### src/rtl/sdiv_q8_8_if.sv
// ============================================================================
// Module   : sdiv_q8_8_if
// Purpose  : Handshake and operand bundle for the Q8.8 sequential divider.
// Revision : 1.0 - initial release
// ============================================================================
`default_nettype none

interface sdiv_q8_8_if #(
  parameter int WIDTH = 16
);
  logic                    start;
  logic                    current_phase;
  logic                    expected_phase;
  logic signed [WIDTH-1:0] A;
  logic signed [WIDTH-1:0] B;
  logic signed [WIDTH-1:0] C;
  logic                    busy;
  logic                    done;
  logic                    div_by_zero;

  modport master (
    output start, current_phase, expected_phase, A, B,
    input  C, busy, done, div_by_zero
  );

  modport slave (
    input  start, current_phase, expected_phase, A, B,
    output C, busy, done, div_by_zero
  );
endinterface

`default_nettype wire

### src/rtl/sdiv_q8_8.sv
// ============================================================================
// Module   : sdiv_q8_8
// Purpose  : Phase-gated signed Q8.8 restoring divider, one quotient bit per
//            cycle, with saturation and divide-by-zero flagging.
// Revision : 1.0 - initial release
// ============================================================================
`default_nettype none

module sdiv_q8_8 #(
  parameter int WIDTH = 16,
  parameter int FRAC  = 8
) (
  input  wire logic     CLK,
  input  wire logic     RST,
  sdiv_q8_8_if.slave    bus
);
  localparam int NW = WIDTH + 1 + FRAC;
  localparam int CW = $clog2(NW);

  localparam logic [1:0] c_idle = 2'd0;
  localparam logic [1:0] c_calc = 2'd1;
  localparam logic [1:0] c_fix  = 2'd2;

  localparam logic [CW-1:0]    c_last    = CW'(NW - 1);
  localparam logic [NW-1:0]    c_max_pos = {{(NW-WIDTH+1){1'b0}}, {(WIDTH-1){1'b1}}};
  localparam logic [NW-1:0]    c_max_neg = {{(NW-WIDTH){1'b0}}, 1'b1, {(WIDTH-1){1'b0}}};
  localparam logic [WIDTH-1:0] c_sat_pos = {1'b0, {(WIDTH-1){1'b1}}};
  localparam logic [WIDTH-1:0] c_sat_neg = {1'b1, {(WIDTH-1){1'b0}}};

  logic [1:0]      r_state;
  logic            r_sign;
  logic            r_a_neg;
  logic            r_dz;
  logic [WIDTH:0]  r_mag_b;
  logic [NW-1:0]   r_num;
  logic [WIDTH:0]  r_rem;
  logic [CW-1:0]   r_count;

  logic            w_accept;
  logic            w_b_zero;
  logic [WIDTH:0]  w_a_ext;
  logic [WIDTH:0]  w_b_ext;
  logic [WIDTH:0]  w_mag_a;
  logic [WIDTH:0]  w_mag_b;
  logic [WIDTH+1:0] w_rem_sh;
  logic            w_ge;
  logic [WIDTH:0]  w_rem_next;
  logic [WIDTH-1:0] w_q_lo;
  logic [WIDTH-1:0] w_result;

  assign bus.busy = (r_state != c_idle);
  assign w_accept = bus.start && !bus.busy && (bus.current_phase == bus.expected_phase);
  assign w_b_zero = (bus.B == '0);

  // One extra bit of magnitude keeps -2^(WIDTH-1) exact after negation.
  assign w_a_ext = {bus.A[WIDTH-1], bus.A};
  assign w_b_ext = {bus.B[WIDTH-1], bus.B};
  assign w_mag_a = bus.A[WIDTH-1] ? -w_a_ext : w_a_ext;
  assign w_mag_b = bus.B[WIDTH-1] ? -w_b_ext : w_b_ext;

  // The dividend shifts out of r_num while quotient bits shift in behind it.
  assign w_rem_sh   = {r_rem, r_num[NW-1]};
  assign w_ge       = (w_rem_sh >= {1'b0, r_mag_b});
  assign w_rem_next = w_ge ? (w_rem_sh[WIDTH:0] - r_mag_b) : w_rem_sh[WIDTH:0];

  assign w_q_lo = r_num[WIDTH-1:0];

  always_comb begin
    w_result = w_q_lo;
    if (r_dz) begin
      w_result = r_a_neg ? c_sat_neg : c_sat_pos;
    end else if (r_sign) begin
      w_result = (r_num > c_max_neg) ? c_sat_neg : -w_q_lo;
    end else if (r_num > c_max_pos) begin
      w_result = c_sat_pos;
    end
  end

  always_ff @(posedge CLK) begin
    if (RST) begin
      r_state         <= c_idle;
      r_sign          <= 1'b0;
      r_a_neg         <= 1'b0;
      r_dz            <= 1'b0;
      r_mag_b         <= '0;
      r_num           <= '0;
      r_rem           <= '0;
      r_count         <= '0;
      bus.C           <= '0;
      bus.done        <= 1'b0;
      bus.div_by_zero <= 1'b0;
    end else begin
      bus.done <= 1'b0;
      case (r_state)
        c_idle: begin
          if (w_accept) begin
            r_sign          <= bus.A[WIDTH-1] ^ bus.B[WIDTH-1];
            r_a_neg         <= bus.A[WIDTH-1];
            r_dz            <= w_b_zero;
            r_mag_b         <= w_mag_b;
            r_num           <= {w_mag_a, {FRAC{1'b0}}};
            r_rem           <= '0;
            r_count         <= '0;
            bus.div_by_zero <= 1'b0;
            r_state         <= w_b_zero ? c_fix : c_calc;
          end
        end
        c_calc: begin
          r_rem   <= w_rem_next;
          r_num   <= {r_num[NW-2:0], w_ge};
          r_count <= r_count + 1'b1;
          if (r_count == c_last) begin
            r_state <= c_fix;
          end
        end
        c_fix: begin
          bus.C           <= w_result;
          bus.done        <= 1'b1;
          bus.div_by_zero <= r_dz;
          r_state         <= c_idle;
        end
        default: r_state <= c_idle;
      endcase
    end
  end
endmodule

`default_nettype wire

### src/flat_wrapper.sv
// flat-port wrapper written by rule: the top's interface ports become plain ports
module sdiv_q8_8_flat 
#(
  parameter int WIDTH = 16,
  parameter int FRAC  = 8
)
  (CLK, RST, bus_start, bus_current_phase, bus_expected_phase, bus_A, bus_B, bus_C, bus_busy, bus_done, bus_div_by_zero);
  sdiv_q8_8_if #(.WIDTH(WIDTH)) bus_i ();
  input  wire logic CLK;
  input  wire logic RST;
  input wire logic [$bits(bus_i.start)-1:0] bus_start;
  input wire logic [$bits(bus_i.current_phase)-1:0] bus_current_phase;
  input wire logic [$bits(bus_i.expected_phase)-1:0] bus_expected_phase;
  input wire logic [$bits(bus_i.A)-1:0] bus_A;
  input wire logic [$bits(bus_i.B)-1:0] bus_B;
  output wire logic [$bits(bus_i.C)-1:0] bus_C;
  output wire logic [$bits(bus_i.busy)-1:0] bus_busy;
  output wire logic [$bits(bus_i.done)-1:0] bus_done;
  output wire logic [$bits(bus_i.div_by_zero)-1:0] bus_div_by_zero;
  assign bus_i.start = bus_start;
  assign bus_i.current_phase = bus_current_phase;
  assign bus_i.expected_phase = bus_expected_phase;
  assign bus_i.A = bus_A;
  assign bus_i.B = bus_B;
  assign bus_C = bus_i.C;
  assign bus_busy = bus_i.busy;
  assign bus_done = bus_i.done;
  assign bus_div_by_zero = bus_i.div_by_zero;
  sdiv_q8_8 #(.WIDTH(WIDTH), .FRAC(FRAC)) u_core (.CLK(CLK), .RST(RST), .bus(bus_i));
endmodule
### config.mk
export PLATFORM = sky130hd
export DESIGN_NAME = sdiv_q8_8_flat
export DESIGN_NICKNAME = d
export VERILOG_FILES = /design/src/rtl/sdiv_q8_8_if.sv /design/src/rtl/sdiv_q8_8.sv /design/src/flat_wrapper.sv
export SDC_FILE = /design/constraint.sdc
export NUM_CORES = 1
export LEC_CHECK = 0
export ABC_AREA = 1
export BUFFER_PORTS_ARGS = -buffer_cell sky130_fd_sc_hd__buf_2
export CORE_MARGIN = 5
export CORE_UTILIZATION = 55
export DETAILED_ROUTE_END_ITERATION = 12
export GPL_ROUTABILITY_DRIVEN = 0
export PLACE_DENSITY_LB_ADDON = 0.1
export SYNTH_ARGS = -nofsm -noshare
export SYNTH_HDL_FRONTEND = slang
export SYNTH_SLANG_ARGS = --single-unit
### constraint.sdc
create_clock -name CLK -period 1.9 [get_ports CLK]
set_clock_uncertainty 0.1 [all_clocks]
set_input_delay 0 -clock CLK [delete_from_list [all_inputs] [get_ports CLK]]
set_output_delay 0 -clock CLK [all_outputs]
set_load 0.02 [all_outputs]
==> flow_summary_export.csv, run 1 <==
group,metric,value,unit
floorplanning,core,11320,um^2
logic_synthesis,synth_fp_nets,1068,
cells_and_area,drive_gt1_frac,0.3225,
detailed_routing,vias,7497,
critical_path,cpPeakStageDelay,400,ps
global_route,grt_pass1_vias,6740,
power,pwr_density_cell,2214,nW/um^2
logic_synthesis,async_flop_share,0,
cells_and_area,area_growth,40.57,%
sta,fin_crit,2109,ps
logic_synthesis,avgSynthCellArea,6.276,um^2
clock_tree,cts_buffers,9,
logic_synthesis,synthTopCellsByArea,"dfxtp_1 (28%), nand2_1 (16%), inv_1 (8.4%)",
sta,min_period_over_period,1.110,
power,seq_power_share,0.122,
detailed_routing,routed_wl,21820,um
logic_synthesis,yosysTopAreaCell,"dfxtp_1",
critical_path,startpoint_type,"flop",
cells_and_area,multiInputGateArea,4498,um^2
detailed_routing,remaining_drc_errors,0,
detailed_routing,drt_iter0_drc,670,
clock_tree,htreeDepth,3,
power,p_sw,9.931,mW
clock_tree,cts_tree,"done",
logic_synthesis,ys_ff_latch,87,
clock_tree,path_clk_slew,70,ps
logic_synthesis,netlist_top_cells_count,"nand2_1 (277), inv_1 (142), nand3_1 (92)",
sta,fmax,0.4742,GHz
outcome,status,"finished with violations",
detailed_routing,ant_nets,0,
clock_tree,clk_latency,360,ps
critical_path,endpoint_kind,"flop",
clock_tree,clk_path_buf_depth,2,
place,place.detailed.hpwl,13170,um
cells_and_area,antennaDiodeCount,0,
floorplanning,die_width,117.2,um
sta,rsz0062_at_grt,"yes",
logic_synthesis,synthFlopType,"dfxtp_1",
sta,setup_viol,26,
global_route,grt_pass1_wl,32730,um
logic_synthesis,ys_warn_count,0,
logic_synthesis,synth.most_common_cell,"nand2_1",
logic_synthesis,seq_area_frac_synth,0.2756,
logic_synthesis,syn-cell-area,6320,um^2
critical_path,path_class,"reg -> reg",
critical_path,crit_top_cell,"nand3_4",
global_route,antenna_found_initial,0,
cells_and_area,nets,1253,
floorplanning,start_util,0.5582,
critical_path,path_max_fanout,8,
critical_path,cp_top_family,"adder cells",
detailed_routing,post_drt_wl_per_cell,16.28,um
logic_synthesis,synth_cells,1007,
floorplanning,row_count,39,
sta,slew_headroom,0.5425,
global_route,grt-ovfl-total,0,
hold_path,hold_class,"in -> reg",
global_route,grt_use_total,0.2972,
power,leakagePower,4.235,nW
power,p_sw_frac,0.5049,
sta,tightest_slew,686.3,ps
sta,tns,-2829,ps
floorplanning,pin_count,56,
logic_synthesis,synth_edf_count,0,
power,p_clk_frac,0.093,
critical_path,worstPathRequired,2070,ps
floorplanning,dieArea,13730,um^2
flow_run,maxCapViolCount,0,
clock_tree,clock-sinks,87,
place,place.port_buffers,55,
logic_synthesis,synth.distinct_cells,45,
critical_path,cp_slowest_cell,"fa_2",
outcome,violations,"negative setup slack",
detailed_routing,first_pass_iters,5,
logic_synthesis,synth_top_area_share,0.2756,
cells_and_area,seqCellArea,1767,um^2
power,p_int,9.737,mW
sta,timing_hold_violations_final,0,
power,combPwrFrac,0.786,
floorplanning,die_h,117.2,um
power,ir_drop,0.001680,V
sta,final_max_slew_viol_count,0,
critical_path,cp.arrival,2280,ps
place,dpl_worst_slack,-191.6,ps
sta,worst_slack,-209.0,ps
critical_path,critPathBufInv,3,
clock_tree,cts-root-buf,"clkbuf_16",
detailed_routing,viasPerCell,5.595,
cells_and_area,nFillCells,783,
critical_path,path_cells,"inv_2 -> ha_4 -> fa_2 -> inv_4 -> nand3_4 -> nand3_4 -> nand2_8 -> buf_12 -> nand3b_1 -> nand3_1 -> a21oi_1",
global_route,grt_max_degree,56,
-- tightest hold or removal path, delay by kind of cell --
| family | cells | cell delay (ps) |
|---|---|---|
| AND/OR/NAND/NOR | 1 | 50 |
| AO/OA/AOI/OAI | 2 | 190 |
| buffers and inverters | 2 | 170 |
-- layer usage --
metal | part of all wire | GRT usage | routed length (um) | vias to the layer above
met2 | 0.45 | 0.4706 | 9782 | 405
met1 | 0.43 | 0.4256 | 9367 | 3381
li1 | - | - | - | 3637
met3 | 0.088 | 0.04010 | 1920 | 74
met5 | 0 | 0 | 0 | -
met4 | 0.034 | 0.07951 | 744 | 0
-- per-stage QoR --
step | cells | area, um^2 | util | power (mW) | hold WS, ps
after global placement | 1277 | 7401 | 0.6537 | 12.05 | 211.5
after CTS | 1334 | 8492 | 0.7501 | 16.61 | 13.73
after global routing | 1340 | 8884 | 0.7847 | 20.58 | 55.00
after detailed placement | 1277 | 7401 | 0.6537 | 12.18 | 231.8
after floorplan | 1007 | 6331 | - | 9.749 | 69.37
final | 1340 | 8884 | 0.7847 | 19.67 | 21.95
-- final timing paths --
check	start	endpoint	slack (ps)	cells after the start
max	u_core.r_num[24]	u_core.r_rem[10]	-210	11
min	bus_A[1]	u_core.r_num[9]	20	5
max reg2reg	u_core.r_num[24]	u_core.r_rem[10]	-210	11
min reg2reg	u_core.bus.C[15]	u_core.bus.C[15]	360	2
-- power groups by stage --
stage	Combinational (mW)	Clock [mW]	Sequential, mW
floorplan	7.46	0	2.29
global placement	9.75	0	2.30
detailed placement	9.88	0	2.30
CTS	12.4	1.82	2.35
global route	16.3	1.90	2.42
finish	15.5	1.82	2.39
-- flip-flops by register name (all words and copies together) (netlist names) --
| signal | count |
|---|---|
| u_core.r_a_neg | 1 |
| u_core.r_state | 2 |
| u_core.bus.div_by_zero | 1 |
| u_core.r_num | 25 |
| u_core.r_rem | 17 |
| u_core.r_mag_b | 17 |
| u_core.r_count | 5 |
| u_core.bus.C | 16 |
| u_core.r_sign | 1 |
| u_core.bus.done | 1 |
| u_core.r_dz | 1 |
-- cells by family (layout without fill, tap and decap cells) --
| group | Yosys count | in the layout | share of synthesized area |
|---|---|---|---|
| compound gates | 159 | 159 | 0.1412 |
| simple gates | 538 | 541 | 0.3882 |
| fa+ha+maj | 24 | 24 | 0.04870 |
| flops | 87 | 87 | 0.2756 |
| buf+inv | 182 | 369 | 0.1227 |
| xor+xnor | 17 | 17 | 0.02356 |
-- layout by cell type, fill, tap and decap left out, types with 4 or more instances in the layout --
cell type,n
nor2_1,62
buf_4,114
buf_12,4
buf_2,55
xnor2_1,7
nand3_1,80
inv_1,120
inv_2,24
ha_4,18
nand2_4,13
nand2_1,243
clkbuf_16,10
nand3_2,19
nand3_4,6
nor2_4,13
dfxtp_2,17
nor3_1,9
o22ai_1,10
dlygate4sd3_1,28
dfxtp_1,69
a31oi_1,10
nand3b_1,20
nor2_2,9
a21oi_1,64
xor2_1,9
nand2_2,38
nand4_1,17
o21ai_0,41
ha_1,5
a21oi_2,22
-- area by class of cell --
cell class	count	area share
Clock buffer	10	0.02577
Clock inverter	6	0.007606
Inverter	146	0.06197
Multi-Input combinational cell	741	0.5063
Sequential cell	87	0.1989
Tap cell	143	0.02014
Timing Repair Buffer	207	0.1793
-- timing repair --
action | 4_1_cts | 5_1_grt
gates cloned | 3 | 2
pin swaps | 29 | 38
gates resized for setup | 84 | 93
buffers inserted | 10 | 4
hold buffers | 28 | 0
setup endpoints to repair | 32 | 35
hold endpoints to repair | 31 | 0
(Power assumes the default switching activity.)
==> inputs of run 2 (changes only) <==
Settings changed: PLACE_DENSITY from default to 0.81, PLACE_DENSITY_LB_ADDON 0.1 to default.
==> flow_summary_export.csv, run 2 (synthesis results as in run 1) <==
group,metric,value,unit
cells_and_area,fin_cells,1307,
outcome,status,"finished with violations",
critical_path,reg2reg_from,"u_core.r_mag_b[9]",
power,ir_drop,0.001747,V
floorplanning,dieArea,13730,um^2
global_route,grt_pass1_wl,33830,um
critical_path,reg2reg_depth,13,
power,p_int,9.032,mW
critical_path,cpPeakStageDelay,330,ps
detailed_routing,routed_wl,23990,um
floorplanning,pin_count,56,
cells_and_area,largestRegisters,"u_core.r_num: 25 flops, u_core.r_mag_b: 17 flops, u_core.r_rem: 17 flops",
detailed_routing,drt_iter0_drc,1302,
place,placed_cells,1255,
cells_and_area,layout_common_cells,"nand2_1 (242), inv_1 (126), buf_4 (86), nand3_1 (82), a21oi_1 (70)",
clock_tree,clk_latency,350,ps
floorplanning,row_count,39,
critical_path,worstPathRequired,2090,ps
critical_path,path_class,"reg -> reg",
clock_tree,clk_path_buf_depth,2,
hold_path,hold_depth,4,
hold_path,whs_endpoint,"u_core.r_count[4]",
cells_and_area,multiInputGateArea,4374,um^2
clock_tree,htreeDepth,3,
global_route,grt_max_degree,56,
sta,min_period_over_period,1.152,
power,leakagePower,4.080,nW
clock_tree,cts_buffers,9,
hold_path,hold_path_startpoint,"bus_start",
sta,fmax,0.4568,GHz
power,p_sw,9.659,mW
detailed_routing,first_pass_iters,7,
sta,tns,-3814,ps
sta,slew_headroom,0.7261,
cells_and_area,regMostFlops,"u_core.r_num",
cells_and_area,antennaDiodeCount,0,
cells_and_area,drive_gt1_frac,0.2981,
power,seq_power_share,0.134,
cells_and_area,largest_register_ffs,25,
sta,timing_hold_violations_final,0,
power,p_total,18.69,mW
global_route,antenna_found_initial,0,
cells_and_area,post-route-util,0.7512,
cells_and_area,area_growth,34.57,%
clock_tree,cts_tree,"done",
place,place.detailed.hpwl,12830,um
sta,fin_crit,2189,ps
critical_path,rr_endpoint,"u_core.r_rem[12]",
critical_path,path_max_fanout,6,
detailed_routing,post_drt_wl_per_cell,18.35,um
power,p_sw_frac,0.5168,
sta,hold_slack,8.310,ps
detailed_routing,viasPerCell,6.139,
critical_path,cp_slowest_cell,"dfxtp_1",
detailed_routing,ant_nets,0,
critical_path,endpoint_kind,"flop",
global_route,grt_use_total,0.3076,
place,place.port_buffers,55,
global_route,grt_pass1_vias,6935,
sta,rsz0062_at_grt,"yes",
critical_path,r2r_slack,-290,ps
floorplanning,die_width,117.2,um
clock_tree,clock-sinks,87,
power,pwr_density_cell,2198,nW/um^2
critical_path,cp.arrival,2370,ps
critical_path,startpoint_type,"flop",
cells_and_area,nets,1220,
floorplanning,core,11320,um^2
sta,final_max_slew_viol_count,0,
clock_tree,path_clk_slew,70,ps
cells_and_area,nFillCells,716,
sta,tightest_slew,406.6,ps
cells_and_area,final_common_cell,"nand2_1",
sta,worst_slack,-289.4,ps
power,p_clk_frac,0.101,
floorplanning,start_util,0.5582,
flow_run,maxCapViolCount,0,
detailed_routing,vias,8024,
floorplanning,die_h,117.2,um
global_route,grt-ovfl-total,0,
cells_and_area,seqCellArea,1772,um^2
power,combPwrFrac,0.766,
detailed_routing,remaining_drc_errors,0,
hold_path,hold_class,"in -> reg",
clock_tree,cts-root-buf,"clkbuf_16",
sta,setup_viol,18,
critical_path,path_cells,"inv_2 -> ha_4 -> nand2_1 -> nand2_1 -> a21oi_2 -> buf_4 -> nand3_4 -> nand2_4 -> nand2_4 -> buf_12 -> nand3_1 -> nand3_2 -> a21oi_2",
outcome,violations,"negative setup slack",
==> run 2: area by class of cell <==
class | instances | share of cell area
Tap cell | 143 | 0.02104
Clock buffer | 9 | 0.02648
Clock inverter | 7 | 0.009269
Multi-Input combinational cell | 739 | 0.5143
Timing Repair Buffer | 176 | 0.1558
Sequential cell | 87 | 0.2083
Inverter | 146 | 0.06473
==> run 2: stage by stage <==
step	cell area [um^2]	setup slack [ps]
after CTS	8180	0.4490
final	8504	-289.4
after floorplan	6331	14.33
after global routing	8504	-305.7
after detailed placement	7261	-90.95
after global placement	7261	-74.69
==> run 2: metal layers <==
metal / part of all wire / wire length (um) / GRT usage / vias to the layer above
met3: 0.12 / 2981 / 0.05039 / 184
met2: 0.44 / 10440 / 0.4883 / 704
met1: 0.36 / 8671 / 0.4041 / 3570
li1: - / - / - / 3566
met4: 0.079 / 1891 / 0.1544 / 0
met5: 0 / 0 / 0 / -
==> run 2: worst max path at each step <==
stage / start / to
after global placement: u_core.r_mag_b[7] / u_core.r_rem[10]
final: u_core.r_mag_b[9] / u_core.r_rem[12]
after CTS: u_core.r_num[24] / u_core.r_rem[11]
after detailed placement: u_core.r_mag_b[6] / u_core.r_rem[10]
after global routing: u_core.r_rem[6] / u_core.r_rem[12]
after floorplan: u_core.r_mag_b[6] / u_core.r_rem[16]
==> run 2: power by group through the flow <==
stage          clock, mW  combinational [mW]  sequential, mW
3_3_place_gp           0                10.2            2.35
2_1_floorplan          0                7.46            2.29
3_5_place_dp           0                10.4            2.35
5_1_grt             1.95                15.1            2.51
4_1_cts             1.85                11.4            2.40
6_report            1.88                14.3            2.50
==> run 2: critical path: cells and delay by family (launching register included) <==
kind | cells | cell delay [ps]
AOI/OAI and AO/OA | 2 | 350
adders and majority gates | 1 | 260
buffers and inverters | 3 | 350
DFF | 1 | 330
and+or+nand+nor | 7 | 710
==> run 2: timing repair <==
item                       4_1_cts  5_1_grt
cloned                           0        1
setup endpoints to repair       17       34
hold endpoints to repair        30        0
setup buffers                    4        5
hold buffers                    27        0
pin swaps                       21       35
gates resized for setup         62       94
